===== src/rtl/irq_pkg.sv =====
// Shared constants, state encoding and helpers for the 8-source IRQ encoder.
package irq_pkg;

  localparam int N_SRC = 8;
  localparam int ID_W  = 3;

  typedef enum logic {
    IDLE    = 1'b0,
    PRESENT = 1'b1
  } state_t;

  function automatic logic [N_SRC-1:0] id_onehot(input logic [ID_W-1:0] id);
    logic [N_SRC-1:0] vec;
    vec     = '0;
    vec[id] = 1'b1;
    return vec;
  endfunction

endpackage


===== src/rtl/irq_encoder8_prio_enc8.sv =====
// Rotating priority encoder: first set bit of eligible scanning upward from start, wrapping 7->0.
module prio_enc8
  import irq_pkg::*;
(
  input  logic [N_SRC-1:0] eligible,
  input  logic [ID_W-1:0]  start,
  output logic             found,
  output logic [ID_W-1:0]  idx
);

  logic [2*N_SRC-1:0] dbl;
  logic [N_SRC-1:0]   rot;

  assign dbl = {eligible, eligible} >> start;
  assign rot = dbl[N_SRC-1:0];

  // Descending scan so the lowest rotated position is the last assignment to land.
  always_comb begin
    found = 1'b0;
    idx   = '0;
    for (int k = N_SRC - 1; k >= 0; k--) begin
      if (rot[k]) begin
        found = 1'b1;
        idx   = start + ID_W'(k);
      end
    end
  end

endmodule


===== src/rtl/irq_encoder8.sv =====
// 8-source sticky-pending IRQ encoder presenting a 3-bit id under a valid/ack handshake.
//   state   | meaning
//   IDLE    | nothing presented; select a winner from pending & mask
//   PRESENT | irq_id held stable with irq_valid=1 until ack
module irq_encoder8
  import irq_pkg::*;
#(
  parameter int RR_EN = 1
) (
  input  logic             clk,
  input  logic             reset_n,
  input  logic [N_SRC-1:0] req,
  input  logic [N_SRC-1:0] mask,
  input  logic             ack,
  input  logic             ovf_clr,
  output logic             irq_valid,
  output logic [ID_W-1:0]  irq_id,
  output logic [N_SRC-1:0] pending,
  output logic [N_SRC-1:0] overflow
);

  state_t           state;
  logic [ID_W-1:0]  rr_ptr;
  logic [N_SRC-1:0] clr_vec;
  logic [N_SRC-1:0] eligible;
  logic [N_SRC-1:0] ovf_set;
  logic [ID_W-1:0]  start;
  logic             found;
  logic [ID_W-1:0]  win_idx;

  assign clr_vec  = (state == PRESENT && ack) ? id_onehot(irq_id) : '0;
  // A bit being acked this cycle is not an overflow even if req re-fires on it.
  assign ovf_set  = req & pending & ~clr_vec;
  assign eligible = pending & mask;
  assign start    = (RR_EN != 0) ? rr_ptr : '0;

  prio_enc8 u_prio (
    .eligible (eligible),
    .start    (start),
    .found    (found),
    .idx      (win_idx)
  );

  always_ff @(posedge clk or negedge reset_n) begin
    if (!reset_n) begin
      pending  <= '0;
      overflow <= '0;
    end else begin
      pending  <= (pending & ~clr_vec) | req;
      overflow <= ovf_clr ? ovf_set : (overflow | ovf_set);
    end
  end

  always_ff @(posedge clk or negedge reset_n) begin
    if (!reset_n) begin
      state     <= IDLE;
      irq_valid <= 1'b0;
      irq_id    <= '0;
      rr_ptr    <= '0;
    end else begin
      case (state)
        IDLE: begin
          if (found) begin
            state     <= PRESENT;
            irq_id    <= win_idx;
            irq_valid <= 1'b1;
          end
        end
        PRESENT: begin
          if (ack) begin
            state     <= IDLE;
            irq_valid <= 1'b0;
            rr_ptr    <= irq_id + 1'b1;
          end
        end
        default: begin
          state     <= IDLE;
          irq_valid <= 1'b0;
        end
      endcase
    end
  end

endmodule


===== config.mk =====
export PLATFORM = sky130hd
export DESIGN_NAME = irq_encoder8
export DESIGN_NICKNAME = d
export VERILOG_FILES = /design/src/rtl/irq_pkg.sv /design/src/rtl/irq_encoder8_prio_enc8.sv /design/src/rtl/irq_encoder8.sv
export SDC_FILE = /design/constraint.sdc
export NUM_CORES = 1
export LEC_CHECK = 0
export ABC_AREA = 1
export BUFFER_PORTS_ARGS = -buffer_cell sky130_fd_sc_hd__buf_2
export CAP_MARGIN = 10
export CORE_AREA = 2 2 62 64
export CTS_CLUSTER_DIAMETER = 200
export DETAILED_ROUTE_END_ITERATION = 6
export DIE_AREA = 0 0 64 66
export PLACE_DENSITY = 0.77
export SYNTH_ARGS = -nofsm -noshare
export SYNTH_HDL_FRONTEND = slang
export SYNTH_HIERARCHICAL = 1
export SYNTH_SLANG_ARGS = --single-unit

===== constraint.sdc =====
create_clock -name clk -period 2.2 [get_ports clk]
set_input_delay 0.44 -clock clk [delete_from_list [all_inputs] [get_ports clk]]
set_output_delay 0.44 -clock clk [all_outputs]
set_load 0.01 [all_outputs]

* Word level (Yosys, flattened, before mapping)
Cells that the tools add are included.
Widths: inputs -> output; s select.
** Cells by class
- $add $sub $neg :: 8
- Magnitude comparators :: 2
- Equal/unequal tests :: 2
- Shift operators :: 1
- Multiplexer cells :: 26
- Bitwise gates (word level) :: 8
- Reduce and logical (&&, ||, !) cells :: 5
** Operators by type and width (number)
- $and 8x8->8 :: 4
- $mux 3 :: 8
- $mux 8 :: 2
- $or 8x8->8 :: 2
- $shr 16x3->8 :: 1
- $mux 1 :: 13
- $add 3x3->3 const B :: 4
- $not 8->8 :: 1
- $add 3x1->3 const B :: 2
- $add 3x2->3 const B :: 2
- $reduce_and 2->1 :: 3
- $lt 3x4->1 const B :: 1
- $ne 2x2->1 const B :: 2
- $pmux 1 s2 :: 2
- $demux 1 s3 :: 1
- $ge 3x1->1 const B :: 1
- $logic_and 1x1->1 :: 2
- $not 1->1 :: 1
** Word-level totals
- Register bits after elaboration :: 24
- Input bits :: 20
- Output and inout bits :: 20
- Logic and storage cells :: 58

* Longest topological paths before layout
- Depth in word-level cells :: 12
- Mapped depth :: 17
- Mapped depth without buffers :: 17

* By module
Netlist, hierarchy kept.
** Modules (own cells, without submodules)
- irq_encoder8 :: instances 1, cells each 144, area an instance 1103.6 um^2, sequential area each 600.6 um^2
- prio_enc8 :: instances 1, cells each 127, area an instance 737.0 um^2, sequential area each 0.0 um^2

* Least setup slack after synthesis
Ideal clock, no wire load.
- Kind :: in2reg
- Start :: in mask[1]
- End :: reg state
- Setup time :: 0.135 ns
- Data arrival time :: 1.577 ns
- Required time :: 2.065 ns
- Setup slack :: 0.488 ns
- Stages on the path :: 14
- Path buffers :: 0
- Cells stage by stage :: nand2_1 inv_1 nand2_1 nand3_2 nand2_2 inv_2 o21ai_2 inv_2 nor2_2 inv_1 nor3_2 nand3_1 nand2_1 o21ai_0
** Between the ends
- Cells in the longest elaborated chain, start to end :: 12
** Ends and longest elaborated chain
- from (decl) :: RTL line irq_encoder8.sv:13 : input logic [N_SRC-1:0] mask,
- $and 8x8->8 (*) :: RTL line irq_encoder8.sv:34 : assign eligible = pending & mask;
- net eligible[1] :: RTL line irq_encoder8.sv:25 : logic [N_SRC-1:0] eligible;
- $shr 16x3->8 (*) :: RTL line irq_encoder8_prio_enc8.sv:14 : assign dbl = {eligible, eligible} >> start;
- $mux 1 (7 in series) :: RTL line irq_encoder8_prio_enc8.sv:22 : if (rot[k]) begin
- $mux 1 (*) :: RTL line irq_encoder8_prio_enc8.sv:22
- net found :: RTL line irq_encoder8.sv:28 : logic found;
- $mux 1 (*) :: RTL line irq_encoder8.sv:63 : if (found) begin
- $pmux 1 s2 (*) :: RTL line irq_encoder8.sv:61 : case (state)
- to (signal assigned) :: RTL line irq_encoder8.sv:64 : state <= PRESENT;
- to (signal assigned) :: RTL line irq_encoder8.sv:71 : state <= IDLE;
- to (signal assigned) :: RTL line irq_encoder8.sv:77 : state <= IDLE;
- to (decl) :: RTL line irq_encoder8.sv:22 : state_t state;
Mark *: on every way through the listed nets, which the timed path passes. The rest lies on a longest branch.
A chain may end at the register's enable or synchronous reset.

* Worst setup path after layout
- Start :: reg rr_ptr[1]
- End :: reg irq_id[1]
** Between the ends
- Cells in the longest elaborated chain, start to end :: 10
- Elaborated cells on any way between the ends :: 25
- Those cells by class :: 7 x add/sub; 1 x shift; 16 x mux; 1 x reduce/logical
** Ends and longest elaborated chain
- from (decl) :: RTL line irq_encoder8.sv:23 : logic [ID_W-1:0] rr_ptr;
- from (signal assigned) :: RTL line irq_encoder8.sv:73 : rr_ptr <= irq_id + 1'b1;
- $shr 16x3->8 (*) :: RTL line irq_encoder8_prio_enc8.sv:14
- $mux 1 (7 in series) :: RTL line irq_encoder8_prio_enc8.sv:22
- $mux 1 (*) :: RTL line irq_encoder8_prio_enc8.sv:22
- net found :: RTL line irq_encoder8.sv:28
- $reduce_and 2->1 (no line) (*)
- to (signal assigned) :: RTL line irq_encoder8.sv:65 : irq_id <= win_idx;
- to (decl) :: RTL line irq_encoder8.sv:17 : output logic [ID_W-1:0] irq_id,
Marks and branches as above.

==> impl_results.md <==
* Outcome: completed
* Clock-pin slew of the registers on the worst-case setup and hold paths at 130 ps
* Fin Clk Skew at 10.4 ps
* Final-report max-slew violation count at 0
* Routed via count divided by cell count at 4.95
* Initial Util at 51.8%
* Global route overflow at 0
* Share of total power in combinational logic at 68.5%
* Reported leakage power at 1.22 nW
* Register share of total power at 22.1%
* Peak per-stage delay on the critical path at 490 ps
* Critical path cell sequence: inv_2 > nand3_2 > nand2_2 > inv_2 > o21ai_2 > inv_2 > nor2_2 > inv_1 > nor3_2 > nand3_1 > nand2_2 > nor2_1 > a21oi_1
* Fin crit share at 90.5%
* Wire length of the first global-routing pass at 7620 um
* Sum of negative setup slack at 0 ps
* Total placed cells including tap cells at 357
* Worst Setup Slack post-DPL at 127 ps
* Standard cell with the maximum stage delay on the critical path: sky130_fd_sc_hd__dfrtp_1
* Number of antenna repair diodes at 0
* Total power density per cell area at 1530 nW/um2
* Leading area contributor after synthesis: sky130_fd_sc_hd__dfrtp_1
* Finished Cell Area at 2140 um2
* Critical path's most frequent cell: sky130_fd_sc_hd__inv_2
* Worst hold slack after final layout at 78.9 ps
* Type of the most critical hold path: input port to asynchronous set/reset pin
* Worst-Margin Slew at 512 ps
* Share of synthesized area occupied by flip-flops and latches at 32.6%
* Timing-limited maximum frequency at 0.502 GHz
* Routed wire per std cell at 11.9 um
* Length of the first detailed-routing pass in iterations at 4
* Count of different cell masters after synthesis at 29
* Worst IR Drop VDD at 0.769 mV
* CP Capture Type: register
* Die height at 66 um
* Cell with the most instances after synthesis: sky130_fd_sc_hd__nand2_1
* Insertion delay of the later-clocked pin in the worst-skew pair at 310 ps
* Number of global-route vias before repair at 1,762
* Initial detailed-routing violation count at 154
* Deepest clock path buffer count at 2
* Internal power of the cells at 1.55 mW
* Largest net degree at the start of global routing at 25
* Family with the most delay on the worst path: simple AND/OR/NAND/NOR gates
* Boundary Pins at 40
* Number of placement rows at 22
* NumNets Final at 337
* Ratio of cells with drive above 1 in the final layout at 29.1%
* Total Power Consumption at 3.27 mW
* Arrival time at the worst endpoint at 2220 ps
* Flop and latch count out of synthesis at 24
* Die width at 64 um
* Total via count after detailed routing at 1,788
* Share of flip-flops with an asynchronous set or reset after synthesis at 100%
* Crit path launch type: register
* Setup slack after layout at 208 ps
* Number of buffers created by CTS at 3
* Start-to-end type of the worst setup path: register to register
* Mapped Avg Cell Area at 6.79 um2
* Setup repair after global routing missed its margin: false
* Layout Cells excl Fill at 361
* Number of warnings issued by yosys at 6
* Net switching component of the power at 1.73 mW
* Mapped Cells at 271
* Final HPWL from detailed placement at 3450 um
* Area growth from synthesis to layout at 16.1%
* Buffer and inverter count on the worst path at 4
* Number of nets still failing antenna checks after routing at 0
* Final weighted congestion in routability-driven placement at 0.961
* Headroom to the max-slew limit at 65.9%
* Syn Std Cell Area at 1840 um2
* Worst Path Max Fanout at 12
* Relative contribution of the clock network to total power at 9.4%
* Num Clock Sinks at 24
* Area contributors post-synth: sky130_fd_sc_hd__dfrtp_1 (33%), sky130_fd_sc_hd__nand2_1 (20%), sky130_fd_sc_hd__inv_1 (7.3%), sky130_fd_sc_hd__nand3_1 (5.7%), sky130_fd_sc_hd__nand3_2 (4.9%)
* Number of max-capacitance violations reported at 0
* Final core utilization at 60.2%
* Synth Flop Type: sky130_fd_sc_hd__dfrtp_1
* Total global routing track utilization at 22.6%
* Top cell types by occurrence after synthesis: sky130_fd_sc_hd__nand2_1 (98), sky130_fd_sc_hd__inv_1 (36), sky130_fd_sc_hd__dfrtp_1 (24)
* Maximum level of the CTS H-tree at 1
* Cell Area, Placed at 2080 um2
* Final setup fails at 0
* Number of flops mapped to enable cells by yosys at 0
* Root Driver: sky130_fd_sc_hd__clkbuf_4
* Antenna violations before repair at 0
* Min cycle time layout at 1990 ps
* Number of failing hold endpoints at the final stage at 0
* Fraction of power spent switching nets at 52.8%
* Yosys top cell area share at 32.6%
* Remaining routing DRC violations at 0
* Overall routed net length at 4290 um
* Req. time, crit path at 2430 ps
* Die ar. at 4220 um2
* CTS tree: built
* Post-synthesis net count at 294
* Core area at 3550 um2
* IO buf count at 39
[cells by family after synthesis]
logic type / Yosys count / synth area share [%]
buffers and inverters: 48 / 12.2
flip-flops: 24 / 32.6
XOR/XNOR: 3 / 1.43
AND/OR/NAND/NOR: 166 / 43.2
AO/OA/AOI/OAI: 27 / 8.57
adder cells (fa/ha/maj): 3 / 2.04
[path summary, 6_finish.rpt]
kind | from | end | slack, ps | depth (start not counted)
max in group asynchronous | reset_n | rr_ptr[0] | 1740 | 1
setup reg to reg | rr_ptr[1] | irq_id[1] | 210 | 13
hold reg to reg | overflow[7] | overflow[7] | 490 | 2
setup / recovery | rr_ptr[1] | irq_id[1] | 210 | 13
hold / removal | reset_n | overflow[6] | 80 | 1
min in group clk | req[2] | pending[2] | 320 | 3
[state kept, by name, indices dropped and copies added, names as in the netlist]
name,flops
overflow,8
irq_valid,1
rr_ptr,3
irq_id,3
state,1
pending,8
[timing repair]
| action | 4_1_cts | 5_1_grt |
|---|---|---|
| setup buffers | 0 | 0 |
| resized for setup | 0 | 2 |
| setup endpoints to repair | 0 | 5 |
| hold buffers | 0 | 0 |
[cell type report]
| class | instances | area, um2 |
|---|---|---|
| multi-input combinational | 199 | 1020 |
| sequential | 24 | 602 |
| inverter | 44 | 186 |
| clock buffer | 3 | 22.5 |
| fill | 323 | 1410 |
| tap | 48 | 60.1 |
| clock inverter | 1 | 30.0 |
| timing repair buffer | 42 | 218 |
[per-layer routing]
| layer | share of wire (%) | up-vias | GRT usage (%) |
|---|---|---|---|
| met5 | 0 | - | 0 |
| met4 | 1.4 | 0 | 7.07 |
| met3 | 4.9 | 8 | 1.36 |
| met2 | 49 | 57 | 39.1 |
| met1 | 45 | 803 | 30.2 |
| li1 | - | 920 | - |
[layout by cell type (no fill, tap or decap)]
master                      synthesis  routed
sky130_fd_sc_hd__nand2_1           98      97
sky130_fd_sc_hd__buf_2              0      39
sky130_fd_sc_hd__inv_1             36      36
sky130_fd_sc_hd__dfrtp_1           24      23
sky130_fd_sc_hd__nand3_1           21      21
sky130_fd_sc_hd__nor2_1            13      13
sky130_fd_sc_hd__nand2_2           11      12
sky130_fd_sc_hd__a21oi_1           12      12
sky130_fd_sc_hd__nand3_2            9       9
sky130_fd_sc_hd__inv_2              6       6
sky130_fd_sc_hd__nor2_2             5       5
sky130_fd_sc_hd__o21ai_0            4       4
sky130_fd_sc_hd__o21bai_1           3       3
sky130_fd_sc_hd__ha_1               3       3
sky130_fd_sc_hd__clkbuf_4           0       3
sky130_fd_sc_hd__buf_4              2       3
sky130_fd_sc_hd__nand2_4            3       3
sky130_fd_sc_hd__o21ai_1            3       3
sky130_fd_sc_hd__nor2_4             2       2
sky130_fd_sc_hd__o21ai_2            2       2
sky130_fd_sc_hd__nor3_1             2       2
sky130_fd_sc_hd__xnor2_1            2       2
sky130_fd_sc_hd__or2_2              1       1
sky130_fd_sc_hd__bufinv_16          0       1
sky130_fd_sc_hd__dfrtp_2            0       1
sky130_fd_sc_hd__inv_8              1       1
sky130_fd_sc_hd__bufinv_8           1       1
sky130_fd_sc_hd__a21oi_2            1       1
sky130_fd_sc_hd__a211oi_1           1       1
sky130_fd_sc_hd__o22ai_1            1       1
sky130_fd_sc_hd__xor2_1             1       1
sky130_fd_sc_hd__nor3_2             1       1
[power groups by stage]
stage,combinational [mW],sequential [mW],clock [mW]
floorplan,1.73,0.728,0
global placement,2.17,0.730,0
detailed placement,2.18,0.734,0
CTS,2.20,0.724,0.316
global route,2.52,0.751,0.339
finish,2.24,0.725,0.307
No activity file was read; power rests on OpenSTA's default activity.
